### src/rtl/openddr_cfg_apb_arb_if.sv
// openddr_cfg_apb_arb_if
//  Bundles the requester command/response channels and the APB master bus of
//  the configuration-port arbiter.
//  Modports:
//   master - arbiter view: drives req_ready, rsp_*, busy and the APB controls,
//            observes requester commands and the APB slave response.
//   slave  - environment view (requesters plus APB slave), the mirror image.
//  Signals:
//   req_valid/req_ready/req_wr  NUM_REQ bits, one per requester
//   req_addr/req_wdata          flattened, requester i at [i*W +: W]
//   rsp_valid                   NUM_REQ bits, one-cycle pulse to the owner
//   rsp_rdata/rsp_err           shared response payload
//   busy                        transfer in flight
//   psel/penable/pwr/paddr/pwdata/prdata/pready/pslverr  APB bus
interface openddr_cfg_apb_arb_if #(
    parameter int NUM_REQ = 3,
    parameter int ADDR_W  = 10,
    parameter int DATA_W  = 32
);
    logic [NUM_REQ-1:0]        req_valid;
    logic [NUM_REQ-1:0]        req_ready;
    logic [NUM_REQ-1:0]        req_wr;
    logic [NUM_REQ*ADDR_W-1:0] req_addr;
    logic [NUM_REQ*DATA_W-1:0] req_wdata;
    logic [NUM_REQ-1:0]        rsp_valid;
    logic [DATA_W-1:0]         rsp_rdata;
    logic                      rsp_err;
    logic                      busy;
    logic                      psel;
    logic                      penable;
    logic                      pwr;
    logic [ADDR_W-1:0]         paddr;
    logic [DATA_W-1:0]         pwdata;
    logic [DATA_W-1:0]         prdata;
    logic                      pready;
    logic                      pslverr;

    modport master (
        input  req_valid, req_wr, req_addr, req_wdata, prdata, pready, pslverr,
        output req_ready, rsp_valid, rsp_rdata, rsp_err, busy,
               psel, penable, pwr, paddr, pwdata
    );

    modport slave (
        output req_valid, req_wr, req_addr, req_wdata, prdata, pready, pslverr,
        input  req_ready, rsp_valid, rsp_rdata, rsp_err, busy,
               psel, penable, pwr, paddr, pwdata
    );
endinterface

### src/rtl/openddr_cfg_apb_arb.sv
// openddr_cfg_apb_arb
//  Round-robin arbiter plus APB master sharing the memory controller's single
//  APB configuration port between NUM_REQ requesters. One command is accepted
//  at a time and run as a SETUP/ACCESS transfer; the result is returned to the
//  owning requester as a one-cycle rsp_valid pulse.
//  Ports:
//   clk  - clock, all logic on posedge
//   rst  - asynchronous active-high reset
//   bus  - openddr_cfg_apb_arb_if.master (requester channels + APB bus)
//  Optional feature:
//   OPENDDR_CFG_ARB_TIMEOUT_EN - abort an ACCESS phase that sees no pready
//   within TIMEOUT_CYCLES cycles; the owner gets rsp_err=1, rsp_rdata=0.
module openddr_cfg_apb_arb #(
    parameter int NUM_REQ        = 3,
    parameter int ADDR_W         = 10,
    parameter int DATA_W         = 32,
    parameter int TIMEOUT_CYCLES = 64
) (
    input logic                   clk,
    input logic                   rst,
    openddr_cfg_apb_arb_if.master bus
);
    localparam int ID_W = $clog2(NUM_REQ);

    typedef enum logic [1:0] {IDLE, SETUP, ACCESS} state_t;

    state_t             state;
    state_t             state_next;
    logic [ID_W-1:0]    rr_ptr;
    logic [ID_W-1:0]    grant_id;
    logic [ID_W-1:0]    cand;
    logic               grant_found;
    logic               accept;
    logic               complete;
    logic [ID_W-1:0]    id_q;
    logic               wr_q;
    logic [ADDR_W-1:0]  addr_q;
    logic [DATA_W-1:0]  wdata_q;

`ifdef OPENDDR_CFG_ARB_TIMEOUT_EN
    localparam int TO_W = $clog2(TIMEOUT_CYCLES) + 1;
    localparam logic [TO_W-1:0] TO_LAST = TO_W'(TIMEOUT_CYCLES - 1);
    logic [TO_W-1:0] to_cnt;
    logic            abort;
`endif

    // Scan requesters starting at rr_ptr; the first valid one wins.
    always_comb begin
        grant_found = 1'b0;
        grant_id    = '0;
        cand        = '0;
        for (int k = 0; k < NUM_REQ; k++) begin
            cand = ID_W'((int'(rr_ptr) + k) % NUM_REQ);
            if (!grant_found && bus.req_valid[cand]) begin
                grant_found = 1'b1;
                grant_id    = cand;
            end
        end
    end

    // Next-state and handshake decode.
    always_comb begin
        state_next = state;
        accept     = 1'b0;
        complete   = 1'b0;
`ifdef OPENDDR_CFG_ARB_TIMEOUT_EN
        abort      = 1'b0;
`endif
        case (state)
            IDLE: begin
                if (grant_found) begin
                    accept     = 1'b1;
                    state_next = SETUP;
                end
            end
            SETUP: state_next = ACCESS;
            ACCESS: begin
                // pready in the terminal timeout cycle still counts as completion
                if (bus.pready) begin
                    complete   = 1'b1;
                    state_next = IDLE;
                end
`ifdef OPENDDR_CFG_ARB_TIMEOUT_EN
                else if (to_cnt == TO_LAST) begin
                    abort      = 1'b1;
                    state_next = IDLE;
                end
`endif
            end
            default: state_next = IDLE;
        endcase
    end

    // Grant is visible combinationally in IDLE, and forced low while in reset.
    always_comb begin
        bus.req_ready = '0;
        if (state == IDLE && grant_found && !rst) begin
            bus.req_ready[grant_id] = 1'b1;
        end
    end

    assign bus.psel    = (state != IDLE);
    assign bus.penable = (state == ACCESS);
    assign bus.busy    = (state != IDLE);
    assign bus.pwr     = wr_q;
    assign bus.paddr   = addr_q;
    assign bus.pwdata  = wdata_q;

    // State, command latch and response register. APB address/data hold
    // their last values while idle.
    always_ff @(posedge clk or posedge rst) begin
        if (rst) begin
            state         <= IDLE;
            rr_ptr        <= '0;
            id_q          <= '0;
            wr_q          <= 1'b0;
            addr_q        <= '0;
            wdata_q       <= '0;
            bus.rsp_valid <= '0;
            bus.rsp_rdata <= '0;
            bus.rsp_err   <= 1'b0;
        end else begin
            state         <= state_next;
            bus.rsp_valid <= '0;
            if (accept) begin
                id_q    <= grant_id;
                wr_q    <= bus.req_wr[grant_id];
                addr_q  <= bus.req_addr[int'(grant_id)*ADDR_W +: ADDR_W];
                wdata_q <= bus.req_wdata[int'(grant_id)*DATA_W +: DATA_W];
                rr_ptr  <= (grant_id == ID_W'(NUM_REQ - 1)) ? '0 : grant_id + 1'b1;
            end
            if (complete) begin
                bus.rsp_valid[id_q] <= 1'b1;
                bus.rsp_rdata       <= wr_q ? '0 : bus.prdata;
                bus.rsp_err         <= bus.pslverr;
            end
`ifdef OPENDDR_CFG_ARB_TIMEOUT_EN
            if (abort) begin
                bus.rsp_valid[id_q] <= 1'b1;
                bus.rsp_rdata       <= '0;
                bus.rsp_err         <= 1'b1;
            end
`endif
        end
    end

`ifdef OPENDDR_CFG_ARB_TIMEOUT_EN
    // Counts ACCESS cycles from 0; cleared whenever not in ACCESS.
    always_ff @(posedge clk or posedge rst) begin
        if (rst) begin
            to_cnt <= '0;
        end else if (state != ACCESS) begin
            to_cnt <= '0;
        end else begin
            to_cnt <= to_cnt + 1'b1;
        end
    end
`endif
endmodule

### src/flat_wrapper.sv
// flat-port wrapper written by rule: the top's interface ports become plain ports
module openddr_cfg_apb_arb_flat 
#(
    parameter int NUM_REQ        = 3,
    parameter int ADDR_W         = 10,
    parameter int DATA_W         = 32,
    parameter int TIMEOUT_CYCLES = 64
)
  (clk, rst, bus_req_valid, bus_req_wr, bus_req_addr, bus_req_wdata, bus_prdata, bus_pready, bus_pslverr, bus_req_ready, bus_rsp_valid, bus_rsp_rdata, bus_rsp_err, bus_busy, bus_psel, bus_penable, bus_pwr, bus_paddr, bus_pwdata);
  openddr_cfg_apb_arb_if #(.NUM_REQ(NUM_REQ), .ADDR_W(ADDR_W), .DATA_W(DATA_W)) bus_i ();
  input logic clk;
  input logic rst;
  input wire logic [$bits(bus_i.req_valid)-1:0] bus_req_valid;
  input wire logic [$bits(bus_i.req_wr)-1:0] bus_req_wr;
  input wire logic [$bits(bus_i.req_addr)-1:0] bus_req_addr;
  input wire logic [$bits(bus_i.req_wdata)-1:0] bus_req_wdata;
  input wire logic [$bits(bus_i.prdata)-1:0] bus_prdata;
  input wire logic [$bits(bus_i.pready)-1:0] bus_pready;
  input wire logic [$bits(bus_i.pslverr)-1:0] bus_pslverr;
  output wire logic [$bits(bus_i.req_ready)-1:0] bus_req_ready;
  output wire logic [$bits(bus_i.rsp_valid)-1:0] bus_rsp_valid;
  output wire logic [$bits(bus_i.rsp_rdata)-1:0] bus_rsp_rdata;
  output wire logic [$bits(bus_i.rsp_err)-1:0] bus_rsp_err;
  output wire logic [$bits(bus_i.busy)-1:0] bus_busy;
  output wire logic [$bits(bus_i.psel)-1:0] bus_psel;
  output wire logic [$bits(bus_i.penable)-1:0] bus_penable;
  output wire logic [$bits(bus_i.pwr)-1:0] bus_pwr;
  output wire logic [$bits(bus_i.paddr)-1:0] bus_paddr;
  output wire logic [$bits(bus_i.pwdata)-1:0] bus_pwdata;
  assign bus_i.req_valid = bus_req_valid;
  assign bus_i.req_wr = bus_req_wr;
  assign bus_i.req_addr = bus_req_addr;
  assign bus_i.req_wdata = bus_req_wdata;
  assign bus_i.prdata = bus_prdata;
  assign bus_i.pready = bus_pready;
  assign bus_i.pslverr = bus_pslverr;
  assign bus_req_ready = bus_i.req_ready;
  assign bus_rsp_valid = bus_i.rsp_valid;
  assign bus_rsp_rdata = bus_i.rsp_rdata;
  assign bus_rsp_err = bus_i.rsp_err;
  assign bus_busy = bus_i.busy;
  assign bus_psel = bus_i.psel;
  assign bus_penable = bus_i.penable;
  assign bus_pwr = bus_i.pwr;
  assign bus_paddr = bus_i.paddr;
  assign bus_pwdata = bus_i.pwdata;
  openddr_cfg_apb_arb #(.NUM_REQ(NUM_REQ), .ADDR_W(ADDR_W), .DATA_W(DATA_W), .TIMEOUT_CYCLES(TIMEOUT_CYCLES)) u_core (.clk(clk), .rst(rst), .bus(bus_i));
endmodule
### config.mk
export PLATFORM = sky130hd
export DESIGN_NAME = openddr_cfg_apb_arb_flat
export DESIGN_NICKNAME = d
export VERILOG_FILES = /design/src/rtl/openddr_cfg_apb_arb_if.sv /design/src/rtl/openddr_cfg_apb_arb.sv /design/src/flat_wrapper.sv
export SDC_FILE = /design/constraint.sdc
export NUM_CORES = 1
export LEC_CHECK = 0
export CAP_MARGIN = 20
export CORE_MARGIN = 1
export CORE_UTILIZATION = 25
export CTS_CLUSTER_DIAMETER = 30
export DETAILED_ROUTE_END_ITERATION = 10
export GPL_TIMING_DRIVEN = 0
export MAX_ROUTING_LAYER = met4
export PLACE_DENSITY = 0.6
export SLEW_MARGIN = 40
export SYNTH_ARGS = -nofsm -noshare
export SYNTH_HDL_FRONTEND = slang
export SYNTH_SLANG_ARGS = --single-unit
### constraint.sdc
create_clock -name clk -period 3.4 [get_ports clk]
set_clock_uncertainty 0.2 [all_clocks]
set_input_delay 0.34 -clock clk [delete_from_list [all_inputs] [get_ports clk]]
set_output_delay 0.34 -clock clk [all_outputs]
set_load 0.01 [all_outputs]
Word level (Yosys, flattened, before mapping)
Cells that the tools add are included.
{"block": "classes", "addsub": 3, "mul": 1, "n_div": 3, "n_lt_le_gt_ge": 7, "eq_ne": 5, "shift": 2, "mux": 29, "n_reduce_logical": 12}
{"cell": "$shiftx 96x8->32", "count": 1}
{"cell": "$mod 32x3->32 const B", "count": 2}
{"cell": "$mod 3x3->32 const B", "count": 1}
{"cell": "$mux 32", "count": 1}
{"cell": "$shiftx 30x32->10", "count": 1}
{"cell": "$lt 2x3->1 const B", "count": 5}
{"cell": "$mux 1", "count": 13}
{"cell": "$mux 2", "count": 6}
{"cell": "$bmux 1 s2", "count": 4}
{"cell": "$logic_and 1x1->1", "count": 6}
{"cell": "$mux 3", "count": 2}
{"cell": "$pmux 2 s3", "count": 1}
{"cell": "$mul 2x3->5 const B", "count": 1}
{"cell": "$demux 1 s2", "count": 2}
{"cell": "$eq 2x2->1 const B", "count": 2}
{"cell": "$ge 2x1->1 const B", "count": 2}
{"cell": "$add 2x1->3 const B", "count": 1}
{"cell": "$add 2x2->3 const B", "count": 1}
{"cell": "$logic_not 1->1", "count": 3}
{"cell": "$add 2x1->2 const B", "count": 1}
{"cell": "$eq 2x1->1 const B", "count": 1}
{"cell": "$logic_not 2->1", "count": 1}
{"cell": "$ne 2x1->1 const B", "count": 1}
{"cell": "$ne 2x2->1 const B", "count": 1}
{"cell": "other kinds (2)", "count": 2}
{"block": "word_totals", "reg_bits": 85, "input_bits": 168, "out_inout_bits": 85, "elab_cells": 71}

Logic depth before layout (Yosys ltp)
Gate-level depths: netlist (run 1).
{"block": "logic_depth", "depth_word": 15, "depth_mapped": 11, "depth_no_buf": 8}

Worst setup path after synthesis (run 1)
No wires, ideal clock.
{"block": "synth_timing", "kind": "input port to output port", "startpoint": "input rst", "endpoint": "output bus_req_ready[0]", "arrival_time_ps": 2612, "t_required_ps": 2860, "setup_slack_ps": 248, "path_stages": 2, "n_path_buf": 0, "cell_sequence": "inv_1 > and4_1"}
{"block": "synth_via", "elab_chain_cells": 3}
{"item": "from (decl)", "line": "flat_wrapper.sv:12", "rtl": "input logic rst;"}
{"item": "$logic_not 1->1", "line": "openddr_cfg_apb_arb.sv:97", "rtl": "if (state == IDLE && grant_found && !rst) begin"}
{"item": "$logic_and 1x1->1", "line": "openddr_cfg_apb_arb.sv:97"}
{"item": "$mux 3", "line": "openddr_cfg_apb_arb.sv:97"}
{"item": "to (decl)", "line": "flat_wrapper.sv:20", "rtl": "output wire logic [$bits(bus_i.req_ready)-1:0] bus_req_ready;"}
No other way between the ends.

Worst setup path in the final report (run 1)
{"block": "layout_timing", "startpoint": "register u_core.rr_ptr[0]", "endpoint": "output bus_req_ready[2]"}
{"block": "layout_via", "elab_chain_cells": 15, "word_cells_on_any_way": 29, "classes_between": "add/sub: 2; div: 3; order compare: 2; mux: 15; reduce/logical: 7"}
{"item": "from (decl)", "line": "openddr_cfg_apb_arb.sv:29", "rtl": "logic [ID_W-1:0] rr_ptr;"}
{"item": "from (signal assigned)", "line": "openddr_cfg_apb_arb.sv:130", "rtl": "rr_ptr <= (grant_id == ID_W'(NUM_REQ - 1)) ? '0 : grant_id + 1'b1;"}
{"item": "parallel branches: the longest is 14 deep, another holds $mod 32x3->32"}
{"item": "$mux 3 (*)", "line": "openddr_cfg_apb_arb.sv:97"}
Every way passes the cells marked *. The select of a mux whose other input is x is not followed.

==> results.txt, run 1 <==
The run finished with clean final reports. The number of ports placed on the die boundary was 253; the clock period minus worst slack was 3.28 ns. The tools report the setup violation total in the final timing report as 0.

The run gives 25.9% as the initial core utilization. The average footprint of a synthesized cell is 9.26 um2, and the number of antenna repair diodes is 0. The signal on the critical path passes through inv_1, ha_2, clkbuf_4, nand3b_1, a21bo_4, o31ai_4, buf_4, buf_4, nor4_1, dlygate4sd2_1. The type of origin of the critical path was a register. For the max-capacitance violation count, the log shows 0.

The design draws 8.19 mW. The half-perimeter wire length after placement was 14100 um; the path depth of the worst reg2reg path was 9. The run gives 19700 um2 as the area of the core region.

After detailed routing, the number of remaining DRC violations is 0. The site row count is 51. In this design, the stage delay of the slowest critical-path cell is 0.44 ns.

Number of different library cells in the post-synthesis netlist: 35. The first TritonRoute pass finished after 4 iterations. The die is 145 um wide.

The floorplan step set the die height to 145 um. The worst setup timing slack at the placement stage was -0.511 ns; the largest fanout on the critical path was 10. Once placement finished, the instance area stood at 7990 um2. STA puts the critical path data arrival time at 2.74 ns. The largest voltage drop on the vdd net is 0.000337 V. In this run the power density over the cells is 962 nW/um2. Setup slack on the critical path of the routed design comes to 0.117 ns.

The tools report the violation count after the first detailed-route iteration as 183. In this run the critical register-to-register path is launched from u_core.rr_ptr[1]. Clock tree synthesis selected as its root buffer the cell sky130_fd_sc_hd__clkbuf_16. The number of max-slew violations in the final report is 0, and the number of port buffers is 252. Layout-stage area growth over the synthesis result: 66.9%.

For the total nets after synthesis, the log shows 723. The tools report the die area as 21000 um2. Setup repair after global routing left no endpoint under its margin.

Entering global routing, the biggest net connects 54 pins. The critical path buffer and inverter count was 5. The peak clock frequency supported by timing is 0.305 GHz, and the post-synthesis cell count is 551. In the final design database the tool counted 1001 nets. For this run, the number of Yosys warnings is 0.

The worst pin sits at a relative slew slack of 54.1%. Measured slew at the worst slew-check pin: 0.688 ns. The number of buffers on the longest clock path was 2. For this design, the sink count on the clock tree is 85. Clock-pin slew was measured on the worst setup and hold paths at 0.07 ns. Cells fill 43.2% of the core in the end. Of the cells placed in the final design, the portion with a size suffix greater than 1 is 14.3%. Most common cell type on the critical path: sky130_fd_sc_hd__buf_4.

The leakage power was 3.38 nW. For this design, the slowest cell found on the critical path is sky130_fd_sc_hd__dfrtp_2. The worst register-to-register path ends at u_core.bus.pwdata[23]. For this run the aggregate overflow at the end of global routing stands at 0. Total global routing track utilization: 18.8%.

The flop-to-flop setup slack came out at 0.41 ns. The mapped netlist covers 5100 um2. The worst setup path is of the reg2out kind. The initial antenna violation count was 0; the number of buffers created by CTS was 9. The logs give 0 for the final count of hold timing violations and 0.785 for the global placement routability congestion. The detail route stage leaves a number of antenna-violating nets equal to 0.

Clock latency on the worst-skew pair, taken at its later pin, is 0.34 ns. The post-synthesis register bit count works out to 85. Sort of element at the end of the critical path: an output pin.

TritonCTS built the clock tree. After synthesis, flip-flops and latches occupy 41.7% of the total area. The run gives 5284 as the vias after detailed routing.

Wires add up to 19200 um. The detailed-route vias per instance is 4.81. After detailed routing, the average wire length per cell comes to 17.5 um.

Dividing the final minimum period by the clock period gives 96.6%. Among cell families on the critical path, the largest total delay comes from buffers and inverters. The logs give 5379 for the number of global-route vias before repair and 8520 um2 for the final cell area excluding filler cells. The class of the tightest hold or removal check was in2async.

The tools report the depth of the CTS H-tree as 3. The first global-routing pass estimated 28900 um of wire. For the endpoint required time on the critical path, the log shows 2.86 ns.
report_power, final:
part           switching [mW]  internal, mW  total [mW]  leakage, nW
registers               0.279          1.52        1.80         1.07
logic                    2.71          2.67        5.38         2.16
clock network           0.430         0.589        1.02        0.149
worst max path at each step:
stage	start	end	slack, ns	depth (start not counted)
floorplan	rst	bus_req_ready[0]	0.25	2
detailed placement	bus_req_valid[1]	bus_req_ready[2]	-0.51	7
finish	u_core.rr_ptr[0]	bus_req_ready[2]	0.12	10
global placement	rst	bus_req_ready[0]	-1.75	4
global route	u_core.rr_ptr[0]	bus_req_ready[2]	0.002	10
CTS	u_core.rr_ptr[1]	bus_req_ready[0]	-0.04	9
cell usage in the layout (no fill, tap or decap), drive strengths merged:
cell | netlist | final
nor2b | 2 | 2
a2111oi | 1 | 1
ha | 4 | 4
nand2b | 34 | 34
nand2 | 79 | 79
a211oi | 43 | 43
and4 | 1 | 1
clkdlybuf4s50 | 0 | 249
mux2 | 48 | 48
clkinv | 0 | 3
nor4 | 2 | 2
nor2 | 7 | 7
nor3 | 1 | 1
a32o | 1 | 1
dlygate4sd2 | 0 | 1
nand4b | 1 | 1
a21oi | 5 | 5
a22o | 43 | 43
nand3b | 3 | 3
o31ai | 3 | 3
clkbuf | 29 | 42
a32oi | 2 | 2
clkinvlp | 0 | 1
o311ai | 1 | 1
nor3b | 2 | 2
dlymetal6s2s | 0 | 1
buf | 19 | 32
o21ai | 122 | 122
a21bo | 2 | 2
bufinv | 0 | 1
inv | 9 | 10
mux2i | 2 | 2
dfrtp | 85 | 85
final cells by class:
class	instances	area, um2
Tap cell	265	332
Buffer	47	251
Sequential cell	85	2130
Fill cell	1953	11200
Clock buffer	10	239
Timing Repair Buffer	268	2670
Clock inverter	6	61.3
Multi-Input combinational cell	409	2790
Inverter	9	43.8
layer usage:
metal | wire (um) | vias to the layer above | global-route usage [%]
li1 | - | 2566 | -
met4 | 244 | 0 | 4.88
met3 | 1640 | 18 | 5.23
met5 | 0 | - | -
met1 | 8260 | 2503 | 22.2
met2 | 9080 | 197 | 31.5
state kept, by name, summed over array words and instances (netlist names):
signal / flops
u_core.state: 2
u_core.bus.pwr: 1
u_core.id_q: 2
u_core.bus.rsp_rdata: 32
u_core.bus.rsp_err: 1
u_core.bus.rsp_valid: 3
u_core.bus.paddr: 10
u_core.bus.pwdata: 32
u_core.rr_ptr: 2
cell usage after synthesis (all sizes together):
| library cell | n | share of area [%] |
|---|---|---|
| a211oi | 43 | 6.3 |
| a21oi | 5 | 0.49 |
| ha | 4 | 0.98 |
| nor2 | 7 | 0.51 |
| nand3b | 3 | 0.44 |
| inv | 9 | 0.66 |
| buf | 19 | 2.6 |
| a22o | 43 | 7.4 |
| o311ai | 1 | 0.51 |
| o21ai | 122 | 12 |
| nand2 | 79 | 5.8 |
| nor3b | 2 | 0.29 |
| a21bo | 2 | 0.39 |
| mux2i | 2 | 0.47 |
| a32o | 1 | 0.20 |
| mux2 | 48 | 11 |
| nor4 | 2 | 0.25 |
| o31ai | 3 | 0.71 |
| dfrtp | 85 | 42 |
| nand2b | 34 | 4.2 |
| nor2b | 2 | 0.25 |
| a32oi | 2 | 0.49 |
| nor3 | 1 | 0.098 |
| nand4b | 1 | 0.17 |
| and4 | 1 | 0.17 |
| a2111oi | 1 | 0.20 |
| clkbuf | 29 | 2.1 |
repair_timing:
action                     CTS  global route
pin swaps                    3             3
setup endpoints to repair    3             3
buffers inserted             9             6
hold buffers                 0             0
gates resized for setup     18            14
through the flow:
| stage | hold WS [ns] | std cells | TNS, ns |
|---|---|---|---|
| after floorplan | 0.245 | 551 | 0 |
| after global placement | 0.260 | 1068 | -95.41 |
| after detailed placement | 0.270 | 1069 | -1.28 |
| after CTS | 0.222 | 1093 | -0.0431 |
| after global routing | 0.240 | 1099 | 0 |
| final | 0.234 | 1099 | 0 |
cell families (layout without fill, tap and decap cells):
kind of cell | Yosys count | in the layout | synth area share [%]
DFF | 85 | 85 | 41.7
and+or+nand+nor | 132 | 132 | 12.2
AOI/OAI and AO/OA | 223 | 223 | 28.7
buffers and inverters | 57 | 340 | 5.39
muxes | 50 | 50 | 11.1
adders and majority gates | 4 | 4 | 0.981
Power figures use the tool's default switching activity.
==> run 2: changes to the inputs <==
- GPL_ROUTABILITY_DRIVEN: unset -> 1
- SLEW_MARGIN: 40 -> unset
==> run 2 against run 1 <==
- setup slack better by 0.075 ns
- largest cell class unchanged
- highest routed layer unchanged
- sequential power about the same
- critical path type unchanged
- sequential share of layout area rose by 0.32 points
- final cell count decreased by 0.64%
==> results.txt, run 2 (same netlist as run 1, synthesis figures left out) <==
Counting cells, the worst reg-to-reg path comes to 9. Area of the core region: 19700 um2. The tools report the worst setup timing slack at the placement stage as -0.516 ns. The number of max-slew violations in the final report was 0. The count of cells in the finished layout, fillers not included, comes to 1092.

For this run, the total global-route usage over all layers was measured as 18.6%. The layout-stage area growth over the synthesis result was 64.8%. The worst register-to-register path has a setup slack of 0.37 ns. The final layout contains routed wiring with a total length of 18900 um.

Setup repair after global routing left no endpoint under its margin. For the pin with the worst max-slew slack, the measured transition is 0.709 ns. The tree built by TritonCTS fans out to 85 sinks. The congestion estimate from routability-driven global placement came to 0.785. The run gives 1069 as the instance count after placement with tap cells included. The die covers 21000 um2.

The routed layout has 5264 vias. The headroom to the max-slew limit is 52.7%, and the initial core utilization is 25.9%. The number of antenna repair diodes is 0.

The final count of hold timing violations was 0. Fill cells in the final layout number 1987. The number of nets with antenna violations after detailed routing is 0. The source-to-sink clock delay at the later pin of the worst-skew pair was 0.34 ns; the number of port buffers was 252. The floorplan has 51 rows. The clock period could shrink to 3.21 ns. TritonCTS built the clock tree. The capturing point of the worst reg2reg path was u_core.bus.pwdata[23]. The horizontal die dimension was 145 um; the endpoint required time on the critical path was 2.86 ns. The first detailed-routing pass ran for 4 iterations. In this run the power density over the cells is 948 nW/um2. Along the worst path, the maximum fanout reaches 5. The routed length per instance works out to 17.3 um. In the layout the commonest cells are 249 x sky130_fd_sc_hd__clkdlybuf4s50_1, 84 x sky130_fd_sc_hd__dfrtp_1, 82 x sky130_fd_sc_hd__o21ai_0.

Violation count after the first detailed-route iteration: 190. For the number of buffers created by CTS, the log shows 9. For the number of ports placed on the die boundary, the log shows 253. The tools report the type of origin of the critical path as a register. For the arrival time at the worst endpoint, the log shows 2.67 ns. The setup violation total in the final timing report is 0, and the number of global-route vias before repair is 5388. The run finished with clean final reports. After layout, the worst setup slack is 0.192 ns. The maximum number of pins on one net before global-route repair came out at 54. The first global-routing pass estimated 28600 um of wire. The sum of overflow across all layers after global routing is 0. The startpoint of the lowest-slack register-to-register path was u_core.rr_ptr[1]. The post-route clock period utilization works out to 94.4%. Type of the worst setup path: reg2out.

The most frequent standard cell in the layout excluding fill and tap cells was sky130_fd_sc_hd__clkdlybuf4s50_1. Total negative setup slack: 0 ns. The run gives 7990 um2 as the cell area after placement.

IR analysis of the VDD net gives a maximum drop of 0.000342 V. For this run, the share of the core covered by cells in the final layout is 42.6%. The die height works out to 145 um.

The logs give 0 for the max-capacitance violation count and 0.240 ns for the final hold slack. In this run the deepest clock path goes through 2 buffers. The detailed-route vias per instance works out to 4.82. The half-perimeter wire length after placement is 14200 um. After detailed routing, the number of remaining DRC violations is 0. Timing would allow up to 0.312 GHz. For the leakage power, the log shows 3.35 nW. After clock tree synthesis, the clock-pin slew on the worst setup and hold paths is 0.07 ns.

The clock root buffer is sky130_fd_sc_hd__clkbuf_16. The share of post-route cells with drive strength above 1 works out to 13.1%. At the end of the flow, the number of nets in the layout was 994. For the initial antenna violation count, the log shows 0. CTS built an H-tree with a depth of 3. The final cell area excluding filler cells is 8410 um2.

Class of the tightest hold or removal check: in2async. Total power for the finished layout comes to 7.97 mW. The sort of element at the end of the critical path was an output pin.
run 2: cell count changes in the layout (fill, tap and decap cells not counted), sizes merged:
cell | before | now
dlymetal6s2s | 1 | 2
dlygate4sd2 | 1 | 0
clkbuf | 42 | 41
inv | 10 | 9
buf | 32 | 26
clkinv | 3 | 4
run 2: worst max-delay path by stage:
stage	start	endpoint	slack [ns]	cells past startpoint
2_1_floorplan	rst	bus_req_ready[0]	0.25	2
3_3_place_gp	rst	bus_req_ready[0]	-1.75	4
3_5_place_dp	bus_req_valid[2]	bus_req_ready[0]	-0.52	7
4_1_cts	u_core.rr_ptr[1]	bus_req_ready[0]	-0.16	8
5_1_grt	u_core.rr_ptr[0]	bus_req_ready[2]	0.02	10
6_report	u_core.rr_ptr[1]	bus_req_ready[1]	0.19	9
run 2: metal layers:
metal  global-route usage [%]  vias to the layer above  share of wire [%]  wire length (um)
li1                         -                     2552                  -                 -
met1                     22.0                     2471                 43              8180
met2                     30.6                      216                 46              8720
met3                     5.07                       25                8.7              1640
met4                     5.82                        0                1.7               329
met5                        -                        -                  0                 0
run 2: what timing repair did:
item                       CTS  global route
hold buffers                 0             0
setup endpoints to repair    3             3
setup buffers                5             3
pin swaps                    3             3
gates cloned                 0             0
resized for setup           14            10
run 2: power breakdown:
group | total (mW) | internal (mW) | switching [mW]
logic | 5.16 | 2.53 | 2.63
clock network | 1.02 | 0.589 | 0.429
registers | 1.79 | 1.52 | 0.276
run 2: final cells by class:
| cell class | count | area [um2] | share of cell area, % |
|---|---|---|---|
| tap | 265 | 332 | 3.94 |
| timing repair buffer | 261 | 2610 | 31.0 |
| sequential | 85 | 2130 | 25.3 |
| clock inverter | 6 | 61.3 | 0.729 |
| inverter | 9 | 41.3 | 0.491 |
| multi-input combinational | 409 | 2750 | 32.7 |
| clock buffer | 10 | 239 | 2.84 |
| buffer | 47 | 249 | 2.96 |
run 2: worst max-delay path, cell delays in order, from the launching register on:
cell and delay, ns:
sky130_fd_sc_hd__dfrtp_1 0.41, sky130_fd_sc_hd__inv_1 0.12, sky130_fd_sc_hd__ha_4 0.19, sky130_fd_sc_hd__mux2_4 0.34, sky130_fd_sc_hd__mux2_2 0.32, sky130_fd_sc_hd__nor2_1 0.17
sky130_fd_sc_hd__a32oi_2 0.17, sky130_fd_sc_hd__buf_4 0.18, sky130_fd_sc_hd__nor4_1 0.24, sky130_fd_sc_hd__clkbuf_2 0.19
==> run 3: changes to the inputs <==
- REMOVE_ABC_BUFFERS: unset -> 1
==> run 3 against run 2 <==
- setup slack worse by 0.11 ns
- wire length up 0.83%
- global-route usage is 0.18 points lower
- via count decreased by 2.3%
- sequential share of layout area fell by 0.39 points
- critical path type unchanged
- critical endpoint unchanged
- highest routed layer unchanged
==> results.txt, run 3 (same netlist as run 1, synthesis figures left out) <==
Summed over all cells, the static leakage comes to 3.36 nW. Hold is met by 0.219 ns. The worst setup path is launched from a register. The layout net count is 963, and the number of port buffers is 252. Global routing used 18.4% of the available tracks across all layers.

The routed length per instance came out at 17.9 um. The setup path with the least slack is of type reg2out. The logs give 3 for the depth of the CTS H-tree and 0 for the max-capacitance violation count.

The floorplan step set the die width to 145 um. The flop-to-flop setup slack is 0.41 ns. Leaving out fill and tap cells, the most frequent cell in the layout is sky130_fd_sc_hd__clkdlybuf4s50_1.

The multi-input logic area is 2870 um2, and the setup violation total in the final timing report is 0. VDD sags by at most 0.000384 V. The run gives 8.31 mW as the total power of the final layout. In this run, CTS created clock tree buffers numbering 9. In this run the worst path has a maximum fanout of 5.

For the worst-skew pair, the clock arrives at the later sink with an insertion delay of 0.34 ns. The first global-routing pass estimated 28100 um of wire. Dividing total power by cell area gives a power density of 972 nW/um2. The filler cells instantiated in the layout total 1918. For the total negative setup slack, the log shows 0 ns. Summed over all layers, the global routing overflow is 0.

Clock-pin slew was measured on the worst setup and hold paths at 0.07 ns. The die covers 21000 um2. The library cells used most frequently in the layout, excluding fill and tap cells, are 248 x sky130_fd_sc_hd__clkdlybuf4s50_1, 83 x sky130_fd_sc_hd__dfrtp_1, 81 x sky130_fd_sc_hd__o21ai_0. Traced cell by cell, the critical path runs through inv_2, ha_4, mux2_4, mux2_2, nor2_1, a32oi_2, buf_4, nor4_2, dlygate4sd2_1. The share of post-route cells with drive strength above 1 came out at 14.1%.

The area of the core region is 19700 um2, and the number of nets with antenna violations after detailed routing is 0. The flow ran to the end, and the final reports show no timing, DRC or antenna violations. For this run, design rule violations remaining after detail routing come to 0. In this design, the stage delay of the slowest critical-path cell is 0.44 ns. The number of buffers on the longest clock path came out at 2. Once the floorplan was initialized, standard cells occupied 25.9% of the core.

Routability-driven placement finished with a final weighted congestion of 0.772. The smallest clock period supported by the final layout is computed as 3.32 ns. TritonCTS built the clock tree. The logs give 51 for the site row count and 0 for the number of max-slew violations in the final report. The number of antenna diodes in the final layout is 0. The class of the tightest hold or removal check was in2async. Entering global routing, the biggest net connects 58 pins. The layout-stage area growth over the synthesis result was 67.5%. The tools report the number of search-and-repair iterations in the first detailed-routing pass as 5.

Dividing the final minimum period by the clock period gives 97.6%. The highest-delay cell along the critical path was sky130_fd_sc_hd__dfrtp_2. After the first detailed-routing iteration, the DRC count stood at 139.

In this run the tightest slew margin relative to its limit is 41.1%. Dividing the detail-routed via count by the number of cells gives 4.85. The tools report the endpoint required time on the critical path as 2.86 ns.

Timing would allow up to 0.301 GHz. For this design the top-level I/O count stands at 253. The routed layout has 5145 vias. In this run, post-CTS hold repair placed 0 buffers. Total length of routed wires: 19000 um.

Registers take 2130 um2. The total number of clock tree sinks is 85. The clock root buffer was sky130_fd_sc_hd__clkbuf_16.

For the pin with the worst max-slew slack, the measured transition is 0.867 ns. After legalization and detailed placement, the total HPWL measured 13100 um. The worst setup path is captured at an output pin. The logs give 0 for the initial antenna violation count and 4996 for the number of global-route vias before repair. Measured along the y axis, the die boundary spans 145 um.

The tools report the final count of hold timing violations as 0. The arrival time at the worst endpoint was 2.78 ns.
-- run 3: power breakdown --
part / internal [mW] / leakage, nW / switching, mW
registers: 1.52 / 1.07 / 0.306
logic: 2.75 / 2.14 / 2.74
clock network: 0.566 / 0.145 / 0.427
total: 4.83 / 3.36 / 3.48
-- run 3: critical path, delay by kind of cell (launching register included) --
| family | cells | cell delay, ns |
|---|---|---|
| flops | 1 | 0.44 |
| compound gates | 1 | 0.15 |
| fa+ha+maj | 1 | 0.17 |
| mux | 2 | 0.68 |
| simple gates | 2 | 0.41 |
| buf+inv | 3 | 0.58 |
-- run 3: metrics by stage --
step | instances | area (um2) | util (%) | worst slack, ns
6_report | 1060 | 8550 | 43.3 | 0.0832
5_1_grt | 1060 | 8550 | 43.3 | -0.00417
4_1_cts | 1058 | 8500 | 43.1 | -0.173
3_5_place_dp | 1032 | 8030 | 40.7 | -0.963
3_3_place_gp | 1020 | 7720 | 39.1 | -3.02
2_1_floorplan | 503 | 4860 | - | -0.538
-- run 3: what timing repair did --
item | in CTS | in global routing
endpoints found under the setup margin | 49 | 3
hold endpoints to repair | 0 | 0
pin swaps | 6 | 1
buffers inserted | 9 | 2
gates cloned | 2 | 0
resized for setup | 19 | 15
-- run 3: cell type report --
type	count	area share (%)
clock buffers	9	2.64
well taps	265	3.88
clock inverters	6	0.732
repair buffers	275	33.7
multi-input cells	411	33.6
flip-flops and latches	85	24.9
inverters	9	0.615
-- run 3: path summary, 6_finish.rpt --
| kind | to | start | cells past startpoint |
|---|---|---|---|
| hold / removal | u_core.bus.pwdata[18] | rst | 2 |
| setup / recovery | bus_req_ready[1] | u_core.rr_ptr[1] | 9 |
| max in group asynchronous | u_core.bus.rsp_rdata[23] | rst | 3 |
| setup reg to reg | u_core.bus.pwdata[25] | u_core.rr_ptr[1] | 9 |
| min in group clk | u_core.bus.rsp_rdata[17] | u_core.bus.rsp_rdata[17] | 2 |
| hold reg to reg | u_core.bus.rsp_rdata[17] | u_core.bus.rsp_rdata[17] | 2 |
-- run 3: routing by layer --
layer | vias up | share of wire (%) | track usage [%]
li1 | 2500 | - | -
met1 | 2415 | 45 | 22.9
met2 | 213 | 47 | 29.8
met3 | 17 | 7.5 | 4.38
met4 | 0 | 1.3 | 5.21
met5 | - | 0 | -
